[config.mk]
export PLATFORM = sky130hd
export DESIGN_NAME = seq_divider16_flat
export DESIGN_NICKNAME = d
export VERILOG_FILES = /design/src/rtl/arith_pkg.sv /design/src/rtl/seq_divider16_if.sv /design/src/rtl/seq_divider16_div_step.sv /design/src/rtl/seq_divider16.sv /design/src/flat_wrapper.sv
export SDC_FILE = /design/constraint.sdc
export NUM_CORES = 1
export LEC_CHECK = 0
export BUFFER_PORTS_ARGS = -buffer_cell sky130_fd_sc_hd__buf_4
export CORE_MARGIN = 3
export CORE_UTILIZATION = 45
export DETAILED_ROUTE_END_ITERATION = 8
export PLACE_DENSITY = 0.71
export SLEW_MARGIN = 20
export SYNTH_ARGS = -nofsm -noshare
export SYNTH_HDL_FRONTEND = slang
export SYNTH_SLANG_ARGS = --single-unit
[constraint.sdc]
create_clock -name clk -period 3 [get_ports clk]
set_clock_uncertainty 0.05 [all_clocks]
set_input_delay 0.15 -clock clk [delete_from_list [all_inputs] [get_ports clk]]
set_output_delay 0.15 -clock clk [all_outputs]
set_load 0.01 [all_outputs]
[src/rtl/arith_pkg.sv]
// Shared arithmetic definitions for the sequential divider.
// Provides the default operand width and the divider control state type.
package arith_pkg;

  localparam int DIV_WIDTH = 16;

  typedef enum logic [1:0] {
    IDLE = 2'd0,
    RUN  = 2'd1,
    DONE = 2'd2
  } div_state_t;

endpackage

[src/rtl/seq_divider16_if.sv]
// Start/done handshake bundle for the sequential divider.
//   start, dividend, divisor : request and operands (master -> slave)
//   busy, done               : status (slave -> master)
//   quotient, remainder      : held result registers (slave -> master)
//   div_by_zero              : set with done when the divisor was 0
interface seq_divider16_if #(
  parameter int WIDTH = arith_pkg::DIV_WIDTH
);

  logic             start;
  logic [WIDTH-1:0] dividend;
  logic [WIDTH-1:0] divisor;
  logic             busy;
  logic             done;
  logic [WIDTH-1:0] quotient;
  logic [WIDTH-1:0] remainder;
  logic             div_by_zero;

  modport master (
    output start, dividend, divisor,
    input  busy, done, quotient, remainder, div_by_zero
  );

  modport slave (
    input  start, dividend, divisor,
    output busy, done, quotient, remainder, div_by_zero
  );

endinterface

[src/rtl/seq_divider16_div_step.sv]
// One combinational restoring-division step.
//   pr      : partial remainder entering the step
//   bit_in  : next dividend bit shifted into the remainder
//   dvs     : divisor
//   pr_next : partial remainder after the step
//   q_bit   : quotient bit produced by the step
module div_step #(
  parameter int WIDTH = 16
) (
  input  logic [WIDTH-1:0] pr,
  input  logic             bit_in,
  input  logic [WIDTH-1:0] dvs,
  output logic [WIDTH-1:0] pr_next,
  output logic             q_bit
);

  logic [WIDTH:0] t;

  assign t     = {pr, bit_in};
  assign q_bit = (t >= {1'b0, dvs});

  // When the subtract happens t < 2*dvs, so the true difference is below
  // dvs and fits in WIDTH bits; modulo-2^WIDTH subtraction is exact here.
  assign pr_next = q_bit ? (t[WIDTH-1:0] - dvs) : t[WIDTH-1:0];

endmodule

[src/rtl/seq_divider16.sv]
// Sequential unsigned restoring divider, one quotient bit per clock.
//   clk    : clock, rising edge
//   rst_n  : asynchronous active-low reset
//   bus    : slave side of the start/done handshake (operands in,
//            busy/done/quotient/remainder/div_by_zero out)
// A zero divisor skips RUN and completes on the accepting edge with
// quotient all ones, remainder = dividend and div_by_zero set.
module seq_divider16
  import arith_pkg::*;
#(
  parameter int WIDTH = DIV_WIDTH
) (
  input  logic           clk,
  input  logic           rst_n,
  seq_divider16_if.slave bus
);

  localparam int CNT_W = $clog2(WIDTH);

  div_state_t       state, state_next;
  logic [WIDTH-1:0] dq;
  logic [WIDTH-1:0] dvs;
  // The restoring step always leaves pr below dvs, so the top bit of the
  // WIDTH+1-bit remainder is always zero and is not stored.
  logic [WIDTH-1:0] pr;
  logic [WIDTH-1:0] pr_step;
  logic             q_bit;
  logic [CNT_W-1:0] cnt;
  logic [WIDTH-1:0] quotient;
  logic [WIDTH-1:0] remainder;
  logic             dbz;
  logic             zero_div;
  logic             last_step;

  assign zero_div  = (bus.divisor == '0);
  assign last_step = (cnt == '0);

  div_step #(.WIDTH(WIDTH)) u_step (
    .pr      (pr),
    .bit_in  (dq[WIDTH-1]),
    .dvs     (dvs),
    .pr_next (pr_step),
    .q_bit   (q_bit)
  );

  always_ff @(posedge clk or negedge rst_n) begin
    if (!rst_n) state <= IDLE;
    else        state <= state_next;
  end

  always_comb begin
    state_next = state;
    unique case (state)
      IDLE:    if (bus.start) state_next = zero_div ? DONE : RUN;
      RUN:     if (last_step) state_next = DONE;
      DONE:    state_next = IDLE;
      default: state_next = IDLE;
    endcase
  end

  always_ff @(posedge clk or negedge rst_n) begin
    if (!rst_n) begin
      dq        <= '0;
      dvs       <= '0;
      pr        <= '0;
      cnt       <= '0;
      quotient  <= '0;
      remainder <= '0;
      dbz       <= 1'b0;
    end else if (state == IDLE) begin
      if (bus.start) begin
        if (zero_div) begin
          quotient  <= '1;
          remainder <= bus.dividend;
          dbz       <= 1'b1;
        end else begin
          dq  <= bus.dividend;
          dvs <= bus.divisor;
          pr  <= '0;
          cnt <= CNT_W'(WIDTH - 1);
        end
      end
    end else if (state == RUN) begin
      pr <= pr_step;
      dq <= {dq[WIDTH-2:0], q_bit};
      if (last_step) begin
        quotient  <= {dq[WIDTH-2:0], q_bit};
        remainder <= pr_step;
        dbz       <= 1'b0;
      end else begin
        cnt <= cnt - 1'b1;
      end
    end
  end

  // Status decodes straight from the state register; no start-to-output path.
  assign bus.busy        = (state != IDLE);
  assign bus.done        = (state == DONE);
  assign bus.quotient    = quotient;
  assign bus.remainder   = remainder;
  assign bus.div_by_zero = dbz;

endmodule

[src/flat_wrapper.sv]
// flat-port wrapper written by rule: the top's interface ports become plain ports
module seq_divider16_flat import arith_pkg::*;
#(
  parameter int WIDTH = DIV_WIDTH
)
  (clk, rst_n, bus_start, bus_dividend, bus_divisor, bus_busy, bus_done, bus_quotient, bus_remainder, bus_div_by_zero);
  seq_divider16_if #(.WIDTH(WIDTH)) bus_i ();
  input  logic clk;
  input  logic rst_n;
  input wire logic [$bits(bus_i.start)-1:0] bus_start;
  input wire logic [$bits(bus_i.dividend)-1:0] bus_dividend;
  input wire logic [$bits(bus_i.divisor)-1:0] bus_divisor;
  output wire logic [$bits(bus_i.busy)-1:0] bus_busy;
  output wire logic [$bits(bus_i.done)-1:0] bus_done;
  output wire logic [$bits(bus_i.quotient)-1:0] bus_quotient;
  output wire logic [$bits(bus_i.remainder)-1:0] bus_remainder;
  output wire logic [$bits(bus_i.div_by_zero)-1:0] bus_div_by_zero;
  assign bus_i.start = bus_start;
  assign bus_i.dividend = bus_dividend;
  assign bus_i.divisor = bus_divisor;
  assign bus_busy = bus_i.busy;
  assign bus_done = bus_i.done;
  assign bus_quotient = bus_i.quotient;
  assign bus_remainder = bus_i.remainder;
  assign bus_div_by_zero = bus_i.div_by_zero;
  seq_divider16 #(.WIDTH(WIDTH)) u_core (.clk(clk), .rst_n(rst_n), .bus(bus_i));
endmodule
==> results by group <==
STA
  – WHS: 17.2 ps
  – RSZ-0062 raised after global routing: no
  – Final hold vios: 0
  – Period minus WS final: 2880 ps
  – Period utilisation layout: 95.9%
  – Slew Viols, Final: 0
  – Setup TNS: 0 ps
  – Highest clock rate: 348 MHz
  – Rel. slew slack: 41.7%
  – Slew of the pin with the lowest slew margin: 873 ps
  – Finish-stage setup viols: 0

Yosys
  – Syn Std Cell Area: 4720 um^2
  – Sequential fraction of the synthesis area: 46.1%
  – Yosys reg bits: 87
  – Post-synth top area share: 46.1%
  – Avg Cell Area, Syn: 9.48 um^2
  – Netlist cell types: 56
  – Asr flop ratio synth: 100%
  – Synth warn: 0
  – Synth area leaders: dfrtp_1 (46%), a21oi_1 (5.0%), nor2_1 (4.7%), ha_1 (4.5%), mux2i_1 (4.5%)
  – Syn Inst Count: 498
  – Syn Nets: 551
  – Synth area leader: dfrtp_1
  – Post-synth EDFFs: 0
  – Dominant synthesized flop cell: dfrtp_1

Detailed routing
  – Avg WL per Cell: 16.5 um
  – Drt initial violations: 228
  – Routed Antenna Nets: 0
  – Via density: 5.53
  – Routed WL: 12.0 mm
  – DRC violations left: 0
  – Vias: 4013
  – Pre-antenna DRT Iters: 4

Die
  – Rows: 36
  – Die Span X: 108 um
  – Starting Density: 47.2%
  – Total die area: 11800 um^2
  – IO Pins: 70
  – Core footprint: 10000 um^2
  – Die span in y: 108 um

Cells and area
  – Sequential Area: 2180 um^2
  – Most common cell after layout, fill and taps aside: dfrtp_1
  – Area grow syn2layout: 23.2%
  – Most frequent cells in the layout: dfrtp_1 (87), buf_4 (86), nor2_1 (58)
  – Final Net Count: 641
  – Diode count: 0
  – Multi-input gate area: 2360 um^2
  – Fillers: 910
  – Layout cells sized above 1: 22.1%
  – Util after Layout: 58.2%
  – Final Non-Filler Cells: 726
  – Post-route design area: 5820 um^2

Place
  – # port buffers: 69
  – Hpwl dp: 8.75 mm
  – Post-placement cell count: 692
  – Placed instance area: 5450 um^2
  – GP Congestion: 0.857

Setup path
  – Arr. time, crit path: 3060 ps
  – Kind of critical path: flip-flop to flip-flop
  – Crit. End Element: flip-flop
  – CP Max Fanout: 13
  – WP data required: 3190 ps
  – Startpoint Class: flip-flop

GRT
  – First-pass GRT wire length: 19.6 mm
  – Global-route usage over all layers: 21.6%
  – Initial antenna violation count: 0
  – Largest net degree at the start of global routing: 53
  – Vias in the first global route: 3904
  – GR Overflow Total: 0

Clock tree
  – Maximum clock path buffer count: 2
  – Clock-pin slew on the worst setup and hold paths: 100 ps
  – Clock buffer count from CTS: 9
  – CTS sink count: 87
  – CTS tree: yes
  – Root Buffer: clkbuf_8
  – H-tree depth: 3
  – Clk_lat worst skew: 380 ps

Pwr
  – Leakage: 2.72 nW
  – Power per cell area: 1400 nW/um^2
  – Peak VDD IR: 791 uV

Status
  – Status: complete, no violations

Min path
  – Min-Delay Path Class: primary input to flip-flop

Job
  – Max-cap viol count: 0
==> registers in the layout, indices dropped and copies added, names as in the netlist <==
name                    flops
u_core.dvs                 16
u_core.bus.div_by_zero      1
u_core.dq                  16
u_core.pr                  16
u_core.cnt                  4
u_core.bus.remainder       16
u_core.state                2
u_core.bus.quotient        16
==> layer usage <==
metal	up-vias	share of wire [%]	global-route usage [%]
met5	-	0	0
met1	1960	44	29.0
met3	14	4.0	2.27
li1	1951	-	-
met2	88	50	36.0
met4	0	1.9	8.39
==> cells in the mapped netlist (all sizes together) (10+ instances only) <==
cell type and instances:
a21o 11, a21oi 47, a31oi 11, buf 10
clkbuf 16, dfrtp 87, ha 17, inv 23
mux2 18, mux2i 21, nand2 38, nor2 59
o21ai 39
==> where the power goes <==
part           leakage (nW)  switching, mW  total (mW)  internal [mW]
registers              1.02          0.427        2.24           1.81
logic                  1.62           2.83        5.12           2.29
clock network        0.0858          0.457       0.767          0.311
total                  2.72           3.72        8.13           4.41
==> through the flow <==
stage | power [mW] | worst slack [ps]
finish | 8.13 | 124
CTS | 8.11 | 125
detailed placement | 7.32 | 135
floorplan | 5.78 | 462
global route | 8.83 | 3.28
global placement | 7.21 | 228
==> critical path, cell delays in order, from the launching register on <==
cell and delay, ps:
dfrtp_1 450, ha_1 400, nand4_1 220, or4_1 540
nand3b_2 130, a211oi_4 70, or2_1 290, buf_4 210
o31ai_4 260, o22ai_1 110
==> cell type report <==
type                            instances  share of cell area (%)
Tap cell                              133                    2.86
Timing Repair Buffer                  105                    14.7
Clock inverter                          5                   0.710
Multi-Input combinational cell        362                    40.5
Inverter                               23                    1.48
Sequential cell                        87                    37.4
Clock buffer                           11                    2.26
==> logic make-up after synthesis <==
kind of cell    synth area share, %
compound gates                 18.8
fa+ha+maj                      4.93
simple gates                   15.0
xor+xnor                       2.04
mux                            8.74
flops                          46.1
buf+inv                        4.32
==> timing repair <==
| item | CTS | global route |
|---|---|---|
| endpoints found under the hold margin | 61 | 0 |
| resized for setup | 0 | 3 |
| hold buffers | 17 | 0 |
| setup buffers | 0 | 1 |
| endpoints found under the setup margin | 0 | 3 |
==> worst paths after layout <==
kind,slack [ps],to,from,depth (start not counted)
worst max-delay path,120,u_core.bus.remainder[15],u_core.pr[6],9
worst min-delay path,20,u_core.dq[12],bus_dividend[12],3
worst max register to register,120,u_core.bus.remainder[15],u_core.pr[6],9
worst min register to register,450,u_core.bus.div_by_zero,u_core.bus.div_by_zero,1
max in group asynchronous,1990,u_core.pr[3],rst_n,3
min in group asynchronous,270,u_core.bus.quotient[13],rst_n,2
Power figures use the tool's default switching activity.
